$ cat config.mk
export PLATFORM = sky130hd
export DESIGN_NAME = hazard_ctrl
export DESIGN_NICKNAME = d
export VERILOG_FILES = /design/src/rtl/hazard_ctrl.sv
export SDC_FILE = /design/constraint.sdc
export NUM_CORES = 1
export LEC_CHECK = 0
export CORE_UTILIZATION = 32
export CTS_CLUSTER_DIAMETER = 150
export DETAILED_ROUTE_END_ITERATION = 6
export DONT_BUFFER_PORTS = 1
export HOLD_SLACK_MARGIN = 0.08
export MAX_ROUTING_LAYER = met4
export PLACE_DENSITY_LB_ADDON = 0.25
export RECOVER_POWER = 50
export SETUP_SLACK_MARGIN = 0.2
export SLEW_MARGIN = 25
export SYNTH_ARGS = -nofsm -noshare
export SYNTH_HDL_FRONTEND = slang
export SYNTH_SLANG_ARGS = --single-unit
$ cat constraint.sdc
create_clock -name clk -period 2.1 [get_ports clk]
set_input_delay 0.21 -clock clk [delete_from_list [all_inputs] [get_ports clk]]
set_output_delay 0.21 -clock clk [all_outputs]
set_load 0.02 [all_outputs]
$ cat src/rtl/hazard_ctrl.sv
// hazard_ctrl
// Stall/flush controller for the 5-stage core, sitting beside ID.
// Stalls ID when an operand cannot be forwarded in time (load-use, or a
// branch resolved in ID that depends on an EX result or a load in MEM),
// freezes the pipe on D-cache misses, and holds a taken-branch redirect
// pending across an I-cache miss so the wrong-path fetch can drain first.
//
// Ports
//   clk, rst                       clock, synchronous active-high reset
//   IF_ID_rs1/rs2, IF_ID_use_rs*   sources of the ID instruction
//   IF_ID_branch, branch_taken     branch in ID and its redirect decision
//   ID_EX_rd/memread/regwrite      destination and control of EX
//   EX_MEM_rd/memread              destination and load flag of MEM
//   ICACHE_stall, DCACHE_stall     cache busy
//   PC_write, IF_ID_write          front-end enables
//   IF_ID_flush, ID_EX_bubble      IF/ID clear, NOP insert into ID/EX
//   pipe_en                        enable for ID/EX, EX/MEM, MEM/WB
//   tgt_latch_en, pc_sel_pend      redirect-target latch and PC mux select
//   redirect_pending               registered pend flag
//   bubble_cnt, dfreeze_cnt,
//   redirect_cnt                   saturating performance counters
//
// state | meaning
// RUN   | no cache miss in the last cycle
// IWAIT | last cycle saw an I-cache miss (no D-cache miss)
// DWAIT | last cycle saw a D-cache miss
module hazard_ctrl #(
  parameter int CNT_W = 32
) (
  input  logic             clk,
  input  logic             rst,
  input  logic [4:0]       IF_ID_rs1,
  input  logic [4:0]       IF_ID_rs2,
  input  logic             IF_ID_use_rs1,
  input  logic             IF_ID_use_rs2,
  input  logic             IF_ID_branch,
  input  logic             branch_taken,
  input  logic [4:0]       ID_EX_rd,
  input  logic             ID_EX_memread,
  input  logic             ID_EX_regwrite,
  input  logic [4:0]       EX_MEM_rd,
  input  logic             EX_MEM_memread,
  input  logic             ICACHE_stall,
  input  logic             DCACHE_stall,
  output logic             PC_write,
  output logic             IF_ID_write,
  output logic             IF_ID_flush,
  output logic             ID_EX_bubble,
  output logic             pipe_en,
  output logic             tgt_latch_en,
  output logic             pc_sel_pend,
  output logic             redirect_pending,
  output logic [CNT_W-1:0] bubble_cnt,
  output logic [CNT_W-1:0] dfreeze_cnt,
  output logic [CNT_W-1:0] redirect_cnt
);

  typedef enum logic [1:0] {RUN, IWAIT, DWAIT} state_e;

  state_e           state_q, state_d;
  logic             pend_q, pend_d;
  logic [CNT_W-1:0] bub_q, bub_d;
  logic [CNT_W-1:0] dfr_q, dfr_d;
  logic [CNT_W-1:0] red_q, red_d;
  logic             bub_inc, dfr_inc, red_inc;

  logic ex_hit, mem_hit, load_use, br_dep, hazard;

  // x0 never creates a dependency; an unused source field is don't-care.
  function automatic logic src_hit(input logic [4:0] rd, input logic [4:0] rs1,
                                   input logic [4:0] rs2, input logic use1,
                                   input logic use2);
    return (rd != 5'd0) && ((use1 && rd == rs1) || (use2 && rd == rs2));
  endfunction

  always_comb begin
    ex_hit   = src_hit(ID_EX_rd, IF_ID_rs1, IF_ID_rs2, IF_ID_use_rs1, IF_ID_use_rs2);
    mem_hit  = src_hit(EX_MEM_rd, IF_ID_rs1, IF_ID_rs2, IF_ID_use_rs1, IF_ID_use_rs2);
    load_use = ID_EX_memread && ex_hit;
    br_dep   = IF_ID_branch && ((ID_EX_regwrite && ex_hit) || (EX_MEM_memread && mem_hit));
    hazard   = load_use || br_dep;
  end

  always_comb begin
    if (DCACHE_stall)      state_d = DWAIT;
    else if (ICACHE_stall) state_d = IWAIT;
    else                   state_d = RUN;
  end

  always_comb begin
    PC_write     = 1'b1;
    IF_ID_write  = 1'b1;
    pipe_en      = 1'b1;
    IF_ID_flush  = 1'b0;
    ID_EX_bubble = 1'b0;
    tgt_latch_en = 1'b0;
    pc_sel_pend  = 1'b0;
    pend_d       = pend_q;
    bub_inc      = 1'b0;
    dfr_inc      = 1'b0;
    red_inc      = 1'b0;
    if (rst) begin
      PC_write    = 1'b0;
      IF_ID_write = 1'b0;
      pipe_en     = 1'b0;
      pend_d      = 1'b0;
    end else if (DCACHE_stall) begin
      pipe_en     = 1'b0;
      PC_write    = 1'b0;
      IF_ID_write = 1'b0;
      dfr_inc     = 1'b1;
    end else if (pend_q && !ICACHE_stall) begin
      // Wrong-path fetch has returned: steer PC to the latched target and
      // discard what came back. Already counted when pend was set.
      pc_sel_pend = 1'b1;
      IF_ID_flush = 1'b1;
      pend_d      = 1'b0;
    end else if (hazard) begin
      PC_write     = 1'b0;
      IF_ID_write  = 1'b0;
      ID_EX_bubble = 1'b1;
      bub_inc      = 1'b1;
    end else if (ICACHE_stall) begin
      PC_write    = 1'b0;
      IF_ID_flush = 1'b1;
      if (branch_taken && !pend_q) begin
        tgt_latch_en = 1'b1;
        pend_d       = 1'b1;
        red_inc      = 1'b1;
      end
    end else if (branch_taken) begin
      IF_ID_flush = 1'b1;
      red_inc     = 1'b1;
    end
  end

  always_comb begin
    bub_d = bub_q;
    dfr_d = dfr_q;
    red_d = red_q;
    if (bub_inc && bub_q != '1) bub_d = bub_q + 1'b1;
    if (dfr_inc && dfr_q != '1) dfr_d = dfr_q + 1'b1;
    if (red_inc && red_q != '1) red_d = red_q + 1'b1;
  end

  always_ff @(posedge clk) begin
    if (rst) begin
      state_q <= RUN;
      pend_q  <= 1'b0;
      bub_q   <= '0;
      dfr_q   <= '0;
      red_q   <= '0;
    end else begin
      state_q <= state_d;
      pend_q  <= pend_d;
      bub_q   <= bub_d;
      dfr_q   <= dfr_d;
      red_q   <= red_d;
    end
  end

  // Registered outputs are forced low while reset is held so every output
  // reads 0 during reset, not just after the edge.
  assign redirect_pending = pend_q && !rst;
  assign bubble_cnt       = rst ? '0 : bub_q;
  assign dfreeze_cnt      = rst ? '0 : dfr_q;
  assign redirect_cnt     = rst ? '0 : red_q;

  // The state only tracks which cache held the previous cycle.
  a_state_tracks_dcache : assert property (@(posedge clk) disable iff (rst)
    $past(rst) || ((state_q == DWAIT) == $past(DCACHE_stall)));
  a_state_tracks_icache : assert property (@(posedge clk) disable iff (rst)
    $past(rst) || ((state_q == IWAIT) == ($past(ICACHE_stall) && !$past(DCACHE_stall))));

endmodule

After elaboration in Yosys (flattened, before gate mapping)

Index checks and enable logic that the tools add are counted.

Flip-flop bits (word level): 97
Output and inout port bits: 104

Reduce and logical (&&, ||, !) cells: 28
Bitwise logic cells: 1
Eq/ne operators: 8
Add/sub/neg operators: 3
Multiplexer cells: 44

Operator list:

| operator                                       | number |
|---|---|
| adder 32 x 1 -> 32 bit (second input constant) | 3 |
| 2-to-1 mux 32 bit                              | 3 |
| != test 32 bit (second input constant)         | 3 |
| 2-to-1 mux 1 bit                               | 41 |
| == test 5 bit                                  | 4 |
| logical AND 1 bit                              | 16 |
| nonzero test 5 bit                             | 2 |
| logical OR 1 bit                               | 4 |
| AND reduction 4 bit                            | 1 |
| nonzero test 2 bit                             | 2 |
| logical NOT 1 bit                              | 3 |
| != test 2 x 1 -> 1 bit (second input constant) | 1 |
| NOT 1 bit                                      | 1 |

Depth between registers and ports, before layout

Gate-level depths: netlist of run 1.

Depth in word-level cells: 13
Depth in mapped cells: 9
Depth with buffers taken out: 7

Worst setup path before layout of run 1

Ideal clock, no wire load.

Path kind: in2out
From: in EX_MEM_rd[0]
To: out PC_write
Stages: 7
Data required time: 1.890 ns
Arrival: 2.036 ns
Slack: -0.146 ns
Cell sequence: or3_1 -> o311a_1 -> a22oi_2 -> buf_2 -> buf_2 -> nor2_1 -> nor3_1

Longest elaborated chain between the ends: 12
Elaborated cells on any way between the ends: 15
Classes of those cells: 2 x eq/ne; 4 x mux; 9 x reduce/logical

Ends and longest elaborated chain:

| what                  | RTL line | RTL |
|---|---|---|
| from (decl)           | 41       | `input logic [4:0] EX_MEM_rd,` |
| == test 5 bit         | 73       | `return (rd != 5'd0) && ((use1 && rd == rs1) \|\| (use2 && rd == rs2));` |
| logical AND 1 bit     | 73       |  |
| logical OR 1 bit      | 73       |  |
| logical AND 1 bit (*) | 73       |  |
| logical AND 1 bit (*) | 80       | `br_dep = IF_ID_branch && ((ID_EX_regwrite && ex_hit) \|\| (EX_MEM_memread && mem_hit));` |
| logical OR 1 bit (*)  | 80       |  |
| logical AND 1 bit (*) | 80       |  |
| logical OR 1 bit (*)  | 81       | `hazard = load_use \|\| br_dep;` |
| 2-to-1 mux 1 bit (*)  | 118      | `end else if (hazard) begin` |
| 2-to-1 mux 1 bit (*)  | 112      | `end else if (pend_q && !ICACHE_stall) begin` |
| 2-to-1 mux 1 bit (*)  | 107      | `end else if (DCACHE_stall) begin` |
| 2-to-1 mux 1 bit (*)  | 102      | `if (rst) begin` |
| to (decl)             | 45       | `output logic PC_write,` |

Mark *: on every way between the ends. The rest lies on a longest branch, timed or not.

Worst setup path after layout of run 1

From: reg red_q[20]
To: reg red_q[27]

Longest elaborated chain between the ends: 2
Elaborated cells on any way between the ends: 3
Classes of those cells: 1 x add/sub; 1 x eq/ne; 1 x reduce/logical

Ends and longest elaborated chain:

| what                                                           | RTL line | RTL |
|---|---|---|
| from (decl)                                                    | 64       | `logic [CNT_W-1:0] red_q, red_d;` |
| from (signal assigned)                                         | 158      | `red_q <= red_d;` |
| branches (longest 2 deep; another with adder 32 x 1 -> 32 bit) | --       |  |

Parallel ways; which one is timed is not known.
A chain may end at the register's enable or synchronous reset.

==> results of run 1 <==
[state kept, by name, summed over array words and instances (netlist names)]
name,count
bub_q,32
dfr_q,32
red_q,32
pend_q,1
[worst register-to-register path, delay by kind of cell (launching register included)]
kind,cells,cell delay [ps]
multiplexers,1,310
flip-flops,1,420
AND/OR/NAND/NOR,4,680
buffers and inverters,3,490
[final cells by class]
type	count	area, um^2
Fill cell	1879	10100
Multi-Input combinational cell	598	4290
Sequential cell	97	1950
Timing Repair Buffer	123	950
Tap cell	229	287
Clock buffer	9	225
Clock inverter	7	116
Inverter	16	65.1
[placed cells by master (no fill, tap or decap), types with 10 or more instances in the layout]
cell type	synthesis	final
or4_1	12	11
nand3_1	37	29
xnor2_1	40	39
dfxtp_1	97	90
nand2_1	45	42
nand4_1	41	41
nor4_1	21	10
nor3_1	38	27
or3_1	14	12
clkbuf_1	32	21
nor2b_1	85	85
o21ai_0	18	15
nor2_1	96	92
mux2_1	39	31
a21oi_1	22	17
inv_1	15	15
buf_4	0	87
[cells in the mapped netlist, types with 2 or more instances]
library cell  instances
or4_1                12
xor2_1                2
nand3b_1              2
inv_1                15
and4_1               11
xnor2_1              40
nor4_1               21
nor4b_1               4
or2_1                 2
ha_1                  3
dfxtp_1              97
a211oi_1              2
nor2_1               96
a21oi_1              22
nand2b_1              3
o22ai_1               2
mux2_2                6
o31ai_1               9
and2_1                5
nor2b_1              85
o41ai_1               2
mux2_1               39
clkbuf_1             32
o21ai_1               2
and3_1               15
o21ai_0              18
or3_1                14
nand3_1              37
nor3b_1               6
nand2_1              45
nand4_1              41
buf_2                 9
nor3_1               38
[cells by family (layout without fill, tap and decap cells)]
logic type	count (synthesis)	in the layout
DFF	97	97
xor gates and xnor gates	42	42
buffers and inverters	58	155
AOI/OAI and AO/OA	63	63
adders and majority gates	3	3
and+or+nand+nor	444	444
muxes	46	46
[routing by layer]
metal	vias to the layer above	GRT usage, %	part of all wire [%]
met5	-	-	0
met4	0	5.50	1.3
met3	17	4.56	6.0
met2	157	31.0	47
met1	2762	25.0	46
li1	2869	-	-
[power by group through the flow]
| stage | logic [mW] | clock network (mW) | registers, mW |
|---|---|---|---|
| 3_3_place_gp | 0.182 | 0 | 1.89 |
| 6_report | 0.251 | 1.95 | 1.85 |
| 5_1_grt | 0.275 | 2.07 | 1.85 |
| 3_5_place_dp | 0.184 | 0 | 1.89 |
| 4_1_cts | 0.241 | 2.00 | 1.85 |
| 2_1_floorplan | 0.180 | 0 | 1.89 |
[what timing repair did]
action | CTS | global route
setup endpoints to repair | 62 | 88
cloned | 1 | 1
gates resized for setup | 41 | 97
hold buffers | 5 | 1
pin swaps | 16 | 36
setup buffers | 20 | 16
endpoints found under the hold margin | 54 | 2
[worst min path at each step]
stage | end | depth (start not counted) | startpoint | slack (ps)
final | dfr_q[5]$_SDFFE_PP0P_ | 3 | rst | 100
after global routing | dfr_q[5]$_SDFFE_PP0P_ | 3 | rst | 80
after CTS | dfr_q[5]$_SDFFE_PP0P_ | 2 | DCACHE_stall | 70
after detailed placement | bub_q[17]$_SDFFE_PP0P_ | 1 | rst | 300
after global placement | bub_q[26]$_SDFFE_PP0P_ | 1 | rst | 300
after floorplan | pend_q$_SDFFE_PP0P_ | 2 | ICACHE_stall | 350
[through the flow]
stage	instances	TNS, ps	instance area (um^2)
2_1_floorplan	753	0	6080
3_3_place_gp	1019	-1850	6760
3_5_place_dp	1019	-2130	6760
4_1_cts	1061	0	7520
5_1_grt	1079	-2.01	7880
6_report	1079	0	7880
==> run metrics, run 1 <==
synthesized area per cell=7.84 um^2; CP Data Required Time=2340 ps; total power per unit cell area=about 510 nW/um^2; Skew-Pair Late Insertion Delay=between 300 and 400 ps; TritonRoute pass-1 iters=5; crit path DAT=2250 ps; post-synthesis sequential area ratio=approximately a third; synthesis-stage register bit count=97; initial antenna violation count=0; top cell type's share of synthesized area=32.9%; syn nets=between 700 and 800; minimum clock period=a little over 2000 ps; Worst VDD drop=slightly above 0.0005 V; Initial Utilization=between 30% and 40%; CTS tree=done; Async S/R FF share, synth=0%; period utilisation layout=96.1%; Via Count=~5,800; GRT Resource Usage Total=between 10% and 20%; Syn-to-layout area delta=33.5%; Post-Syn Instances=~750; DRC viols=0; io pins=~140; power share of the clock group=between 40% and 50%; die footprint=19,000 um^2; critical path's largest stage delay=approximately 420 ps; vias in the first global route=~5,200; Yosys Warn Count=0; post-synth top area cell=dfxtp_1; Slew headroom=slightly above 50%; Switching Fraction=a little under a quarter; sequential power share=between 40% and 50%; Slew @ Worst Pin=727 ps; cells along the critical path=inv_1, nor4_2, buf_4, nand2_2, nor3_4, buf_6, nor4_2, mux2_1; fin nets=slightly below 900; EDFF count, synth=0; end point of the critical path=red_q[27]$_SDFFE_PP0P_; CP Depth=8; achievable frequency=~0.5 GHz; Crit. End Element=flop; RSZ-0062 raised after global routing=yes; share of layout cells above drive strength 1=a little over a quarter; grt total ovfl=0; top cells by area, synth=dfxtp_1 (33%), nor2b_1 (9.0%), mux2_1 (7.4%), nor2_1 (6.1%), xnor2_1 (5.9%); PortBufs=0; DRT antenna net count=0; Num CTS Buffers=9; Final Slew Violations=0; Pint=3.12 mW; Max Root-Sink Buffers=2; setup slack, reg-to-reg=80 ps; Worst R2R Path Depth=8; Cell Area, Synth=between 5000 and 6000 um^2; Routed WL per cell=17.2 um; critical path class=flop to flop; xor and xnor fraction of the mapped netlist area=6.23%; n_diodes=0; largest family of logic cells by synthesized area=simple AND/OR/NAND/NOR gates; R2R Path End=red_q[27]$_SDFFE_PP0P_; initial drt markers=375; die height=about 140 um; multiplexer share of the synthesized area=under 10%; setup violators final=0; Compound-Gate Fraction of Synth Area=6.38%; Sw Pwr=about 0.92 mW; crit-path max FO=6; cell repeated most along the worst path=nor4_2; pre-CTS setup slack=-195 ps; Root Buffer=clkbuf_16; clk sinks=between 90 and 100; row count=49; first-pass GRT wire length=between 20 and 30 mm; vias per inst=5.38; combinational share of power=under 10%; MaxCap Viol Count=0; final setup skew=between 9 and 10 ps; Pwr Total=between 4 and 5 mW; Die Span X=~140 um; Primary FF master, synth=dfxtp_1; Post-Synth Adder-Cell Area=less than 1%; Placer Congestion=between 0.8 and 0.9; synth unique cells=49; crit path launch type=flop; Leak=roughly 2.8 nW; Fin. Hold Viols=0; DP Wirelength=around 12 mm; Layout Utilization=between 40 and 50%; r2r startpoint=red_q[20]$_SDFFE_PP0P_; status=complete, no violations; CP max-delay cell=dfxtp_1; cell family with most CP delay=simple AND/OR/NAND/NOR gates; Post-Synth Simple-Gate Area=around two fifths; Setup WS post-layout=81.8 ps; Hold WC Path Type=input port to flop; Clock transition at path regs=approximately 70 ps; H-tree levels=3; largest net degree at the start of global routing=approximately 120; Post-Route WL=18.5 mm; CORE AREA=18,000 um^2; minimum hold slack=103 ps; Worst Setup SP=red_q[20]$_SDFFE_PP0P_; Buffers & Inverters on Critical Path=3
No activity file was read; power rests on OpenSTA's default activity.
==> inputs of run 2 (changes only) <==
MAX_ROUTING_LAYER = not set   (was met4)
SKIP_CTS_REPAIR_TIMING = 1   (was not set)
clock period = 2.3 ns   (was 2.1 ns; I/O delays follow)
==> run 2 against run 1 <==
Effect of this change:
- critical path depth unchanged
- clock-buffer cell count increased by 1
- sequential cell count unchanged
- cell area decreased by 12%
- via count decreased by 7.1%
- largest power group is now sequential cells
==> run metrics, run 2 (synthesized netlist as in run 1, its figures left out) <==
Worst VDD drop=0.000330 V (was 0.000520 V); Final Slew Violations=0 (unchanged); MaxCap Viol Count=0 (unchanged); grt total ovfl=0 (unchanged); Initial Utilization=32.7% (unchanged); r2r startpoint=red_q[0]$_SDFFE_PP0P_ (was red_q[20]$_SDFFE_PP0P_); biggest regs=bub_q (32), dfr_q (32), red_q (32) (unchanged); initial drt markers=254 (was 375); H-tree levels=3 (unchanged); crit path DAT=2330 ps (was 2250 ps); row count=49 (unchanged); share of layout cells above drive strength 1=13.2% (was 26.4%); Hold Path End=dfr_q[5]$_SDFFE_PP0P_ (unchanged); DRC viols=0 (unchanged); Routed WL per cell=16.5 um (was 17.2 um); vias per inst=5.35 (was 5.38); most frequent cells in the layout=dfxtp_1 (97), nor2_1 (95), nor2b_1 (85), nand2_1 (42), nand4_1 (41) (was nor2_1 (92), dfxtp_1 (90), buf_4 (87), nor2b_1 (85), nand2_1 (42)); hold path startpoint=DCACHE_stall (was rst); CP Data Required Time=2530 ps (was 2340 ps); largest net degree at the start of global routing=187 (was 124); most common cell after layout, fill and taps aside=dfxtp_1 (was nor2_1); Via Count=5,390 (was 5,805); first-pass GRT wire length=24.9 mm (was 27.9 mm); Die Span X=138 um (unchanged); pre-CTS setup slack=-3.72 ps (was -195 ps); Max Root-Sink Buffers=2 (unchanged); Worst R2R Path Depth=8 (unchanged); status=complete, no violations (unchanged); Skew-Pair Late Insertion Delay=350 ps (about the same); Num CTS Buffers=9 (unchanged); CTS tree=done (unchanged); n_diodes=0 (unchanged); Placer Congestion=0.821 (was 0.828); die height=138 um (unchanged); Fin. Hold Viols=0 (unchanged); CORE AREA=18,000 um^2 (unchanged); setup violators final=0 (unchanged); Hold WC Path Type=input port to flop (unchanged); Layout Utilization=38.3% (was 43.7%); critical path class=flop to flop (unchanged); Crit. End Element=flop (unchanged); Setup WS post-layout=205 ps (was 81.8 ps); Root Buffer=clkbuf_16 (unchanged); DP Wirelength=11.5 mm (was 12.2 mm); RSZ-0062 raised after global routing=yes (unchanged); minimum clock period=2100 ps (was 2020 ps); WHS Path Cells=2 (was 3); setup slack, reg-to-reg=200 ps (was 80 ps); Slew @ Worst Pin=662 ps (was 727 ps); die footprint=19,000 um^2 (unchanged); period utilisation layout=91.1% (was 96.1%); GRT Resource Usage Total=16.7% (was 19.7%); total power per unit cell area=483 nW/um^2 (was 514 nW/um^2); TritonRoute pass-1 iters=4 (was 5); PortBufs=0 (unchanged); Leak=2.35 nW (was 2.76 nW); fin nets=807 (was 879); Clock transition at path regs=70 ps (about the same); final setup skew=6.99 ps (was 9.91 ps); DRT antenna net count=0 (unchanged); Syn-to-layout area delta=16.8% (was 33.5%); fillcell total=1,924 (was 1,879); R2R Path End=red_q[29]$_SDFFE_PP0P_ (was red_q[27]$_SDFFE_PP0P_); achievable frequency=0.477 GHz (was 0.496 GHz); Post-Route WL=16.7 mm (was 18.5 mm); io pins=135 (unchanged); crit path launch type=flop (unchanged); clk sinks=97 (unchanged); vias in the first global route=4,842 (was 5,222); Slew headroom=55.8% (was 51.4%); crit-path max FO=5 (was 6); initial antenna violation count=0 (unchanged)
## run 2: cell types whose count changed in the layout (fill, tap and decap cells not counted), moves of 5 or more
cell,previous run,this run
buf_4,87,38
clkbuf_1,21,5
mux2_1,31,39
mux2_4,9,1
dfxtp_1,90,97
dfxtp_2,7,0
nor3_1,27,34
nor4_1,10,16
and3_1,8,13
and3_4,6,1
## run 2: report_power, final
part | switching [mW] | leakage (nW) | total [mW] | internal [mW]
Clock | 0.696 | 0.127 | 1.46 | 0.764
Combinational | 0.0998 | 1.44 | 0.178 | 0.0780
Sequential | 0.00795 | 0.782 | 1.69 | 1.68
## run 2: routing by layer
layer / GRT usage (%) / part of all wire, % / vias to the layer above
met3: 4.86 / 6.4 / 13
met2: 26.3 / 45 / 139
li1: - / - / 2718
met5: 0 / 0 / -
met4: 5.07 / 1.2 / 0
met1: 21.7 / 47 / 2520
## run 2: how the worst max path moves through the flow
stage	from	endpoint	cells after the start
2_1_floorplan	DCACHE_stall	red_q[31]$_SDFFE_PP0P_	8
3_3_place_gp	EX_MEM_rd[0]	red_q[3]$_SDFFE_PP0P_	6
3_5_place_dp	EX_MEM_rd[0]	red_q[3]$_SDFFE_PP0P_	6
4_1_cts	red_q[10]$_SDFFE_PP0P_	red_q[23]$_SDFFE_PP0P_	6
5_1_grt	red_q[0]$_SDFFE_PP0P_	red_q[25]$_SDFFE_PP0P_	8
6_report	red_q[0]$_SDFFE_PP0P_	red_q[29]$_SDFFE_PP0P_	8
## run 2: worst max-delay path: stages, from the launching register on
cell,delay (ps)
dfxtp_1,430
ha_4,190
nand2_4,60
nor4_4,380
nand2_2,170
nor3_4,240
buf_6,140
nor4_1,50
mux2_1,310
## run 2: final cells by class
class	instances	area (um^2)	area share (%)
well taps	229	287	4.16
repair buffers	51	417	6.04
clock buffers	10	239	3.47
inverters	16	60.1	0.871
multi-input cells	598	3910	56.7
flip-flops and latches	97	1940	28.2
clock inverters	6	43.8	0.635
## run 2: metrics by stage
stage	hold slack [ps]	setup TNS, ps	power, mW	instances	area, um^2
finish	96.1	0	3.33	1007	6900
detailed placement	312	-3.72	1.88	980	6370
CTS	-65.8	0	3.36	996	6650
global route	93.5	0	3.48	1007	6900
global placement	313	0	1.88	980	6370
floorplan	367	0	1.88	753	5910
==> inputs of run 3 (changes only) <==
CORE_UTILIZATION = 35   (was 32)
==> run 3 against run 2 <==
Effect of this change:
- the flow now finishes with violations (hold timing)
- critical path depth unchanged
- routed wire length down 3.7%
- global-route usage up 1.3 points
- sequential power about the same
- critical path type unchanged
- critical endpoint is now dfr_q[1]$_SDFFE_PP0P_
- largest power group unchanged
- highest routed layer unchanged
==> run metrics, run 3 (synthesized netlist as in run 1, its figures left out) <==
status=finished, violations left (was complete, no violations); failing checks=hold timing; share of layout cells above drive strength 1=14.0% (was 13.2%); Hold WC Path Type=input port to flop (unchanged); crit path DAT=2360 ps (was 2330 ps); Num CTS Buffers=9 (unchanged); Worst R2R Path Depth=8 (unchanged); initial drt markers=293 (was 254); biggest regs=bub_q (32), dfr_q (32), red_q (32) (unchanged); most common cell after layout, fill and taps aside=dfxtp_1 (unchanged); row count=47 (was 49); MaxCap Viol Count=0 (unchanged); Register Area=1940 um^2 (unchanged); period utilisation layout=91.9% (was 91.1%); Skew-Pair Late Insertion Delay=350 ps (about the same); Post-Route Setup TNS=0 ps (unchanged); Max Root-Sink Buffers=2 (unchanged); R2R Path End=dfr_q[1]$_SDFFE_PP0P_ (was red_q[29]$_SDFFE_PP0P_); Fin. Hold Viols=2 (was 0); Initial Utilization=35.7% (was 32.7%); fin nets=821 (was 807); setup slack, reg-to-reg=190 ps (was 200 ps); vias in the first global route=4,957 (was 4,842); GRT Resource Usage Total=18.0% (was 16.7%); Final Slew Violations=0 (unchanged); TritonRoute pass-1 iters=5 (was 4); final setup skew=10.9 ps (was 6.99 ps); grt total ovfl=0 (unchanged); total power per unit cell area=472 nW/um^2 (was 483 nW/um^2); largest net degree at the start of global routing=187 (unchanged); die footprint=17,400 um^2 (was 19,000 um^2); DRC viols=0 (unchanged); Syn-to-layout area delta=17.7% (was 16.8%); Die Span X=132 um (was 138 um); PortBufs=0 (unchanged); n_diodes=0 (unchanged); Final Non-Filler Cells=1,012 (was 1,007); WHS Path Cells=1 (was 2); io pins=135 (unchanged); fillcell total=1,689 (was 1,924); Leak=2.40 nW (was 2.35 nW); Via Count=5,481 (was 5,390); Clock transition at path regs=70 ps (about the same); Slew @ Worst Pin=625 ps (was 662 ps); minimum hold slack=-12.7 ps (was 96.1 ps); initial antenna violation count=0 (unchanged); Placed Cells incl. Taps=984 (was 980); vias per inst=5.42 (was 5.35); first-pass GRT wire length=25.3 mm (was 24.9 mm); CORE AREA=16,500 um^2 (was 18,000 um^2); crit path launch type=flop (unchanged); H-tree levels=3 (unchanged); r2r startpoint=dfr_q[0]$_SDFFE_PP0P_ (was red_q[0]$_SDFFE_PP0P_); Root Buffer=clkbuf_16 (unchanged); achievable frequency=0.473 GHz (was 0.477 GHz); die height=132 um (was 138 um); critical path class=flop to flop (unchanged); Post-Route WL=16.0 mm (was 16.7 mm); most frequent cells in the layout=dfxtp_1 (97), nor2_1 (94), nor2b_1 (85), buf_4 (48), nand2_1 (42) (was dfxtp_1 (97), nor2_1 (95), nor2b_1 (85), nand2_1 (42), nand4_1 (41)); CP Data Required Time=2550 ps (was 2530 ps); DRT antenna net count=0 (unchanged); RSZ-0062 raised after global routing=yes (unchanged); minimum clock period=2110 ps (was 2100 ps); Routed WL per cell=15.9 um (was 16.5 um); Hold Path End=bub_q[29]$_SDFFE_PP0P_ (was dfr_q[5]$_SDFFE_PP0P_); Placer Congestion=0.817 (was 0.821); hold path startpoint=rst (was DCACHE_stall); setup violators final=0 (unchanged); CTS tree=done (unchanged); crit-path max FO=5 (unchanged); DP Wirelength=11.4 mm (was 11.5 mm); area taken by multi-input logic gates=3940 um^2 (was 3910 um^2); Slew headroom=58.3% (was 55.8%); clk sinks=97 (unchanged); Crit. End Element=flop (unchanged); Worst VDD drop=0.000331 V (was 0.000330 V)
## run 3: changes by cell type in the layout (fill, tap and decap cells not counted), sizes merged
cell,before,now
clkbuf,15,22
dlygate4sd3,3,2
inv,16,17
clkinvlp,4,2
buf,43,50
clkinv,2,3
clkdlybuf4s15,0,1
## run 3: through the flow
stage          util, %  worst slack (ps)  power [mW]  area [um^2]  hold slack, ps
6_report          42.0               187        3.28         6950           -12.7
5_1_grt           42.0              71.8        3.41         6950           -51.4
4_1_cts           40.6               180        3.34         6710           -70.0
3_5_place_dp      39.0             -61.9        1.89         6440             313
3_3_place_gp      39.0              5.78        1.88         6440             310
2_1_floorplan        -               193        1.88         5910             367
## run 3: routing by layer
metal | wire length (um) | track usage (%)
met1 | 7600 | 23.6
met2 | 7300 | 28.4
met3 | 931 | 4.84
met4 | 216 | 6.14
met5 | 0 | 0
## run 3: worst max-delay path by stage
stage / cells after the start / slack (ps) / start / end
2_1_floorplan: 8 / 190 / DCACHE_stall / red_q[31]$_SDFFE_PP0P_
3_3_place_gp: 6 / 6 / EX_MEM_rd[0] / red_q[31]$_SDFFE_PP0P_
3_5_place_dp: 6 / -60 / EX_MEM_rd[0] / red_q[5]$_SDFFE_PP0P_
4_1_cts: 6 / 180 / red_q[9]$_SDFFE_PP0P_ / red_q[23]$_SDFFE_PP0P_
5_1_grt: 8 / 70 / dfr_q[0]$_SDFFE_PP0P_ / dfr_q[0]$_SDFFE_PP0P_
6_report: 8 / 190 / dfr_q[0]$_SDFFE_PP0P_ / dfr_q[1]$_SDFFE_PP0P_
## run 3: where the power goes
| part | internal (mW) | switching [mW] |
|---|---|---|
| clock | 0.737 | 0.691 |
| combinational | 0.0734 | 0.0842 |
| sequential | 1.69 | 0.00744 |
| total | 2.49 | 0.783 |
## run 3: cell type report
| cell class | instances | area share [%] |
|---|---|---|
| Sequential cell | 97 | 27.9 |
| Clock buffer | 10 | 3.30 |
| Multi-Input combinational cell | 598 | 56.7 |
| Tap cell | 220 | 3.96 |
| Timing Repair Buffer | 65 | 6.65 |
| Clock inverter | 6 | 0.612 |
| Inverter | 16 | 0.864 |
## run 3: worst max-delay path, stage by stage, from the launching register on
cell,delay [ps]
dfxtp_1,390
ha_1,190
and3_2,240
nand4_1,250
nor4b_4,380
buf_4,190
nand2b_2,170
nor3b_1,60
a21o_1,140
